<file path="config.mk">
export PLATFORM = sky130hd
export DESIGN_NAME = bcd_updown_counter
export DESIGN_NICKNAME = d
export VERILOG_FILES = /design/src/rtl/bcd_updown_counter.sv
export SDC_FILE = /design/constraint.sdc
export NUM_CORES = 1
export LEC_CHECK = 0
export BUFFER_PORTS_ARGS = -buffer_cell sky130_fd_sc_hd__clkbuf_2
export CELL_PAD_IN_SITES_DETAIL_PLACEMENT = 1
export CELL_PAD_IN_SITES_GLOBAL_PLACEMENT = 1
export CORE_MARGIN = 2
export CORE_UTILIZATION = 32
export CTS_CLUSTER_DIAMETER = 150
export DETAILED_ROUTE_END_ITERATION = 8
export PLACE_DENSITY = 0.79
export REMOVE_ABC_BUFFERS = 1
export SLEW_MARGIN = 10
export SYNTH_ARGS = -nofsm -noshare
export SYNTH_HDL_FRONTEND = slang
export SYNTH_SLANG_ARGS = --single-unit
</file>
<file path="constraint.sdc">
create_clock -name CLK -period 2.21 [get_ports CLK]
set_input_delay 0.1105 -clock CLK [delete_from_list [all_inputs] [get_ports CLK]]
set_output_delay 0.1105 -clock CLK [all_outputs]
set_load 0.005 [all_outputs]
</file>
<file path="src/rtl/bcd_updown_counter.sv">
// -----------------------------------------------------------------------------
// bcd_updown_counter
//
// Single-digit BCD (decade) up/down counter with synchronous parallel load,
// two cascade enables and a ripple carry/borrow output. Its behaviour matches
// the 74x160/74x190 family. QA..QD feed a BCD-to-decimal decoder, with QA as
// the LSB. To build a multi-digit counter, drive each stage's ENT from the
// RCO of the stage below it and share ENP across all stages.
//
// Parameters
//   RESET_VALUE : 4-bit value (0..9) forced into the count while CLR_N is low
//
// Ports
//   CLK            in   counter clock, rising edge
//   CLR_N          in   asynchronous active-low clear to RESET_VALUE
//   LOAD_N         in   synchronous active-low parallel load
//   ENP            in   parallel count enable (does not gate RCO)
//   ENT            in   trickle count enable (gates RCO)
//   DN             in   direction: 0 = up, 1 = down
//   DA..DD         in   parallel load data, DA is the LSB
//   QA..QD         out  registered count, QA is the LSB
//   MAXMIN         out  terminal count: Q==9 counting up, Q==0 counting down
//   RCO            out  ripple carry/borrow, ENT & MAXMIN
//
// Operation priority, highest first: clear, load, count (ENP & ENT), hold.
// -----------------------------------------------------------------------------
module bcd_updown_counter #(
    parameter logic [3:0] RESET_VALUE = 4'd0
) (
    input  logic CLK,
    input  logic CLR_N,
    input  logic LOAD_N,
    input  logic ENP,
    input  logic ENT,
    input  logic DN,
    input  logic DA,
    input  logic DB,
    input  logic DC,
    input  logic DD,
    output logic QA,
    output logic QB,
    output logic QC,
    output logic QD,
    output logic MAXMIN,
    output logic RCO
);

    // The count register is the only state in this block.
    logic [3:0] q;
    logic [3:0] load_data;
    logic [3:0] up_next;
    logic [3:0] down_next;
    logic       count_en;

    assign load_data = {DD, DC, DB, DA};
    assign count_en  = ENP & ENT;

    // Modulo-10 successors. Codes 10..15 can only appear through a load. The
    // next count edge sends them back into range: 0 when counting up, 9 when
    // counting down.
    always_comb begin
        up_next   = 4'd0;
        down_next = 4'd9;
        if (q < 4'd9) begin
            up_next = q + 4'd1;
        end
        if ((q != 4'd0) && (q <= 4'd9)) begin
            down_next = q - 4'd1;
        end
    end

    always_ff @(posedge CLK or negedge CLR_N) begin
        if (!CLR_N) begin
            q <= RESET_VALUE;
        end else if (!LOAD_N) begin
            q <= load_data;
        end else if (count_en) begin
            q <= DN ? down_next : up_next;
        end
    end

    // Terminal count follows DN combinationally. A change of direction
    // therefore shows up on MAXMIN/RCO at once, and on Q at the next count
    // edge. Out-of-range codes never compare equal to 0 or 9, so MAXMIN stays
    // low for them.
    always_comb begin
        MAXMIN = DN ? (q == 4'd0) : (q == 4'd9);
        RCO    = ENT & MAXMIN;
    end

    assign QA = q[0];
    assign QB = q[1];
    assign QC = q[2];
    assign QD = q[3];

endmodule

</file>
* After elaboration in Yosys (flattened, before gate mapping)
Cells that the tools add are included.
** Cells by class
- Divide/modulo/power cells :: 0
- Equality and inequality tests :: 2
- Shift operators :: 0
- Bitwise gates (word level) :: 2
- Add/subtract/negate cells :: 2
- Reductions and logical operators :: 3
- Multipliers :: 0
- Magnitude comparators :: 2
- Multiplexer cells :: 6
** Operators by type and width (count)
- 4-bit two-way mux :: 5
- 4-bit by 1-bit adder with 4-bit output (second input constant) :: 1
- 4-bit equality test (second input constant) :: 1
- 4-bit less-or-equal comparator (second input constant) :: 1
- 4-bit logical NOT :: 1
- 4-bit < comparator (second input constant) :: 1
- 4-bit nonzero test :: 1
- 4-bit by 1-bit subtractor with 4-bit output (second input constant) :: 1
- 1-bit bitwise AND :: 2
- 2-bit by 1-bit != test with 1-bit output (second input constant) :: 1
- 1-bit logical AND :: 1
- 1-bit two-way mux :: 1
** Storage, ports and cells
- Memories :: 0
- Flip-flop bits (word level) :: 4
- Output and inout port bits :: 6
- Memory bits (writable) :: 0
- Input bits :: 10
- ROM bits :: 0
- Bits in latches :: 0

* Longest topological paths before layout
- Depth after elaboration :: 6
- Mapped depth :: 6

* Least setup slack after synthesis
OpenSTA, ideal clock, no wires.
- Kind :: reg2reg
- Start point :: register q[0]
- End point :: register q[1]
- Arrival :: 1.549 ns
- Setup slack :: 0.595 ns
- Path buffers :: 0
- Required time :: 2.145 ns
- Stages on the path, launching flop included :: 7
- Setup time :: 0.065 ns
- Path through :: dfrtp_1 -> inv_1 -> ha_1 -> nand2b_1 -> a21o_1 -> a221oi_2 -> o22a_1
** On the way
- Word-level cells in the longest chain between the ends :: 6
- Elaborated cells on any way between the ends :: 11
- Classes of those cells :: add/sub (2); order compare (2); mux (5); reduce/logical (2)
** RTL lines
- from (decl) :: line 49 : logic [3:0] q;
- from (signal assigned) :: line 76 : q <= load_data;
- from (signal assigned) :: line 78 : q <= DN ? down_next : up_next;
- 4-bit less-or-equal comparator or 4-bit nonzero test (tied branches) :: line 67 : if ((q != 4'd0) && (q <= 4'd9)) begin
- 1-bit logical AND :: line 67
- 4-bit two-way mux :: line 67
- 4-bit two-way mux * :: line 78
- 4-bit two-way mux * :: line 77 : end else if (count_en) begin
- 4-bit two-way mux * :: line 75 : end else if (!LOAD_N) begin
Every way passes the cells marked *; elsewhere a longest branch is shown, timed or not. The select of a mux whose other input is x is not followed.
A chain may end at the register's enable or synchronous reset.

* Worst setup path after layout
- Start point :: register q[1]
- End point :: output port RCO
** On the way
- Word-level cells in the longest chain between the ends :: 3
- Elaborated cells on any way between the ends :: 4
- Classes of those cells :: eq/ne (1); mux (1); bitwise (1); reduce/logical (1)
** RTL lines
- 4-bit equality test or 4-bit logical NOT (tied branches) :: line 87 : MAXMIN = DN ? (q == 4'd0) : (q == 4'd9);
- 1-bit two-way mux * :: line 87
- 1-bit bitwise AND * :: line 88 : RCO = ENT & MAXMIN;
- to (decl) :: line 45 : output logic RCO
Every way passes the cells marked *; elsewhere a longest branch is shown, timed or not.

==> flow_summary.toml <==
[sta]
holdWs_ns = 0.0883
maxClockFrequency_mhz = 498
finalHoldViolations = 0
final_period_minus_worst_setup_slack_ns = 2.01
layout_worst_path_cycle_share_pct = 90.8
finalSetupTns_ns = 0
final_clock_skew_ns = 0.00371
worst_slew_pin_slew_ns = 0.466
slew_violations = 0
post-route-worst-setup-slack_ns = 0.204
setup_viol = 0
relSlewSlack_pct = 69.0
rsz0062_at_grt = "no"

[cts]
cts.path.max_buffers = 2
cts_buffers = 3
numClockSinks = 4
post-cts-setup-buffer-count = 0
clock_tree.htree_level_count = 1
clk_transition_reported_paths_ns = 0.05
clk_latency_ns = 0.24
tritoncts_clock_tree = "done"
clockRootBuffer = "clkbuf_4"

[critical_path]
critical-path-top-delay-family = "simple AND/OR/NAND/NOR gates"
crit_path_cell_trace = "inv_1 -> ha_2 -> inv_1 -> or3_1 -> a21oi_2 -> and2_1 -> clkbuf_2"
timing.critical_path.arrival_ns = 1.90
crit_top_cell = "inv_1"
critical_path.n_buffers_inverters = 3
critPathMaxStageDelay_ns = 0.46
critPathMaxFanout = 7
worstSetupPathType = "reg2out"
cpMaxStageDelayCell = "dfrtp_1"
startpoint_type = "flip-flop"
timing.critical_path.to_type = "primary output"
worstPathRequired_ns = 2.10

[yosys]
synth_compound_area_share_pct = 29.9
synth_warnings = 0
synthXorXnorAreaFrac_pct = 0
synth.area.mux_share_pct = 4.80
synth-main-ff-cell = "dfrtp_1"
dominant_combinational_cell_family_by_area_after_synthesis = "compound AO/OA/AOI/OAI gates"
synth.cell_area_um2 = 443
synth.lib_cells_used.distinct = 34
synthAdderAreaFrac_pct = 8.47
ys_ff_latch = 4
synth_area_per_cell_um2 = 8.05
yosysSeqAreaShare_pct = 22.6
asyncSetResetFlopFracSynth_pct = 100
post_synth_inst_count = 55
synth_simple_gate_area_share_pct = 26.0
synth_enable_flop_cells = 0

[place]
place_ws_ns = 0.395
dp_hpwl_um = 961
gp_congestion = 0.807
io_buffer_count = 15

[floorplan]
initial_utilization_pct = 34.0
dieWidth_um = 41.2
floorplan.die.height_um = 41.2
io_pins = 16
die_area_um2 = 1700
floorplan.rows = 13
core_area_um2 = 1300

[cells_and_area]
layout.core_utilization_pct = 42.3
final_cell_mix = "clkbuf_2 (15), nor2_1 (5), nand2_1 (5)"
antenna_cells_inserted = 0
synth_to_layout_area_growth_pct = 24.3
fillers = 173
post_route_cells_drive_above_1_share_pct = 34.3
largest_register = "q"
reg.largest.list = "q: 4 flops"
mostFrequentLayoutCell = "clkbuf_2"
largest_reg_flops = 4
fin_nets = 85

[grt]
largest_net_degree_at_the_start_of_global_routing = 14
grt_first_pass_wirelength_um = 1830
grt.busiest_layer = "met2"
grt.met1_usage_pct = 21.3
met2_usage_pct = 27.7
first_global_vias = 422
overflow = 0
globalRouteMet3Util_pct = 4.35
gr-usage-all-layers_pct = 17.3
grt_antenna_before_repair = 0

[drt]
detailedRoute.firstIterationViolations = 2
drt-vias-per-instance = 5.59
final_antenna_net_count = 0
detail_route.first_pass.iterations = 4
route.detailed.drc = 0
wl_per_cell_um = 15.0
vias = 475
finalWirelength_um = 1280

[power]
power_per_cell_area_nw_per_um2 = 559
power.leakage_nw = 0.265
vdd.ir_drop.worst_mv = 0.265

[min_path]
hp-class = "in2reg"

[flow_run]
max-cap-violations = 0

[status]
outcome = "finished clean"
## Yosys cell counts (2+ instances only)
library cell,instances,area (um^2)
ha_1,3,37.5
nor2_1,5,18.8
a31oi_1,2,12.5
buf_2,2,10.0
dfrtp_1,4,100
inv_1,4,15.0
a211o_1,2,17.5
o21ai_0,3,15.0
nand2_1,5,18.8
## metrics by stage
stage               instance area, um^2  instances  total power, W
floorplan                           422         51        0.000163
global placement                    515         81        0.000201
detailed placement                  515         81        0.000204
CTS                                 548         85        0.000310
global route                        551         85        0.000327
finish                              551         85        0.000308
## timing repair
| item | 4_1_cts | 5_1_grt |
|---|---|---|
| gates resized for setup | 0 | 1 |
| setup endpoints to repair | 0 | 1 |
| hold endpoints to repair | 4 | 0 |
| hold buffers | 1 | 0 |
## path summary, 6_finish.rpt
check                                       from                to  slack, ns  depth (start not counted)
worst max-delay path            q[1]$_DFFE_PN0P_               RCO       0.20                          7
worst min-delay path                          DB  q[1]$_DFFE_PN0P_       0.09                          2
worst max register to register  q[0]$_DFFE_PN0P_  q[1]$_DFFE_PN0P_       0.50                          6
worst min register to register  q[0]$_DFFE_PN0P_  q[0]$_DFFE_PN0P_       0.68                          2
max in group asynchronous                  CLR_N  q[3]$_DFFE_PN0P_       1.84                          2
min in group asynchronous                  CLR_N  q[2]$_DFFE_PN0P_       0.23                          2
## report_power, final
part           internal [W]  switching, W  leakage [nW]
clock network     0.0000614     0.0000394        0.0138
registers         0.0000812     0.0000254        0.0463
logic             0.0000503     0.0000503         0.205
total              0.000193      0.000115         0.265
## cells by family after synthesis
| kind of cell | after synthesis |
|---|---|
| simple gates | 21 |
| fa+ha+maj | 3 |
| flops | 4 |
| mux | 2 |
| compound gates | 17 |
| buf+inv | 8 |
## per-layer routing
layer	routed length [um]	up-vias
met5	0	-
met4	15	0
met2	600	21
li1	-	231
met3	76	2
met1	583	221
## final cells by class
type	instances	area, um^2	area share [%]
multi-input combinational	43	309	56.1
sequential	4	100	18.2
timing repair buffer	16	85.1	15.5
clock buffer	3	22.5	4.09
tap	15	18.8	3.41
inverter	4	15.0	2.73
Note: power is estimated with default switching activity, not from simulation.
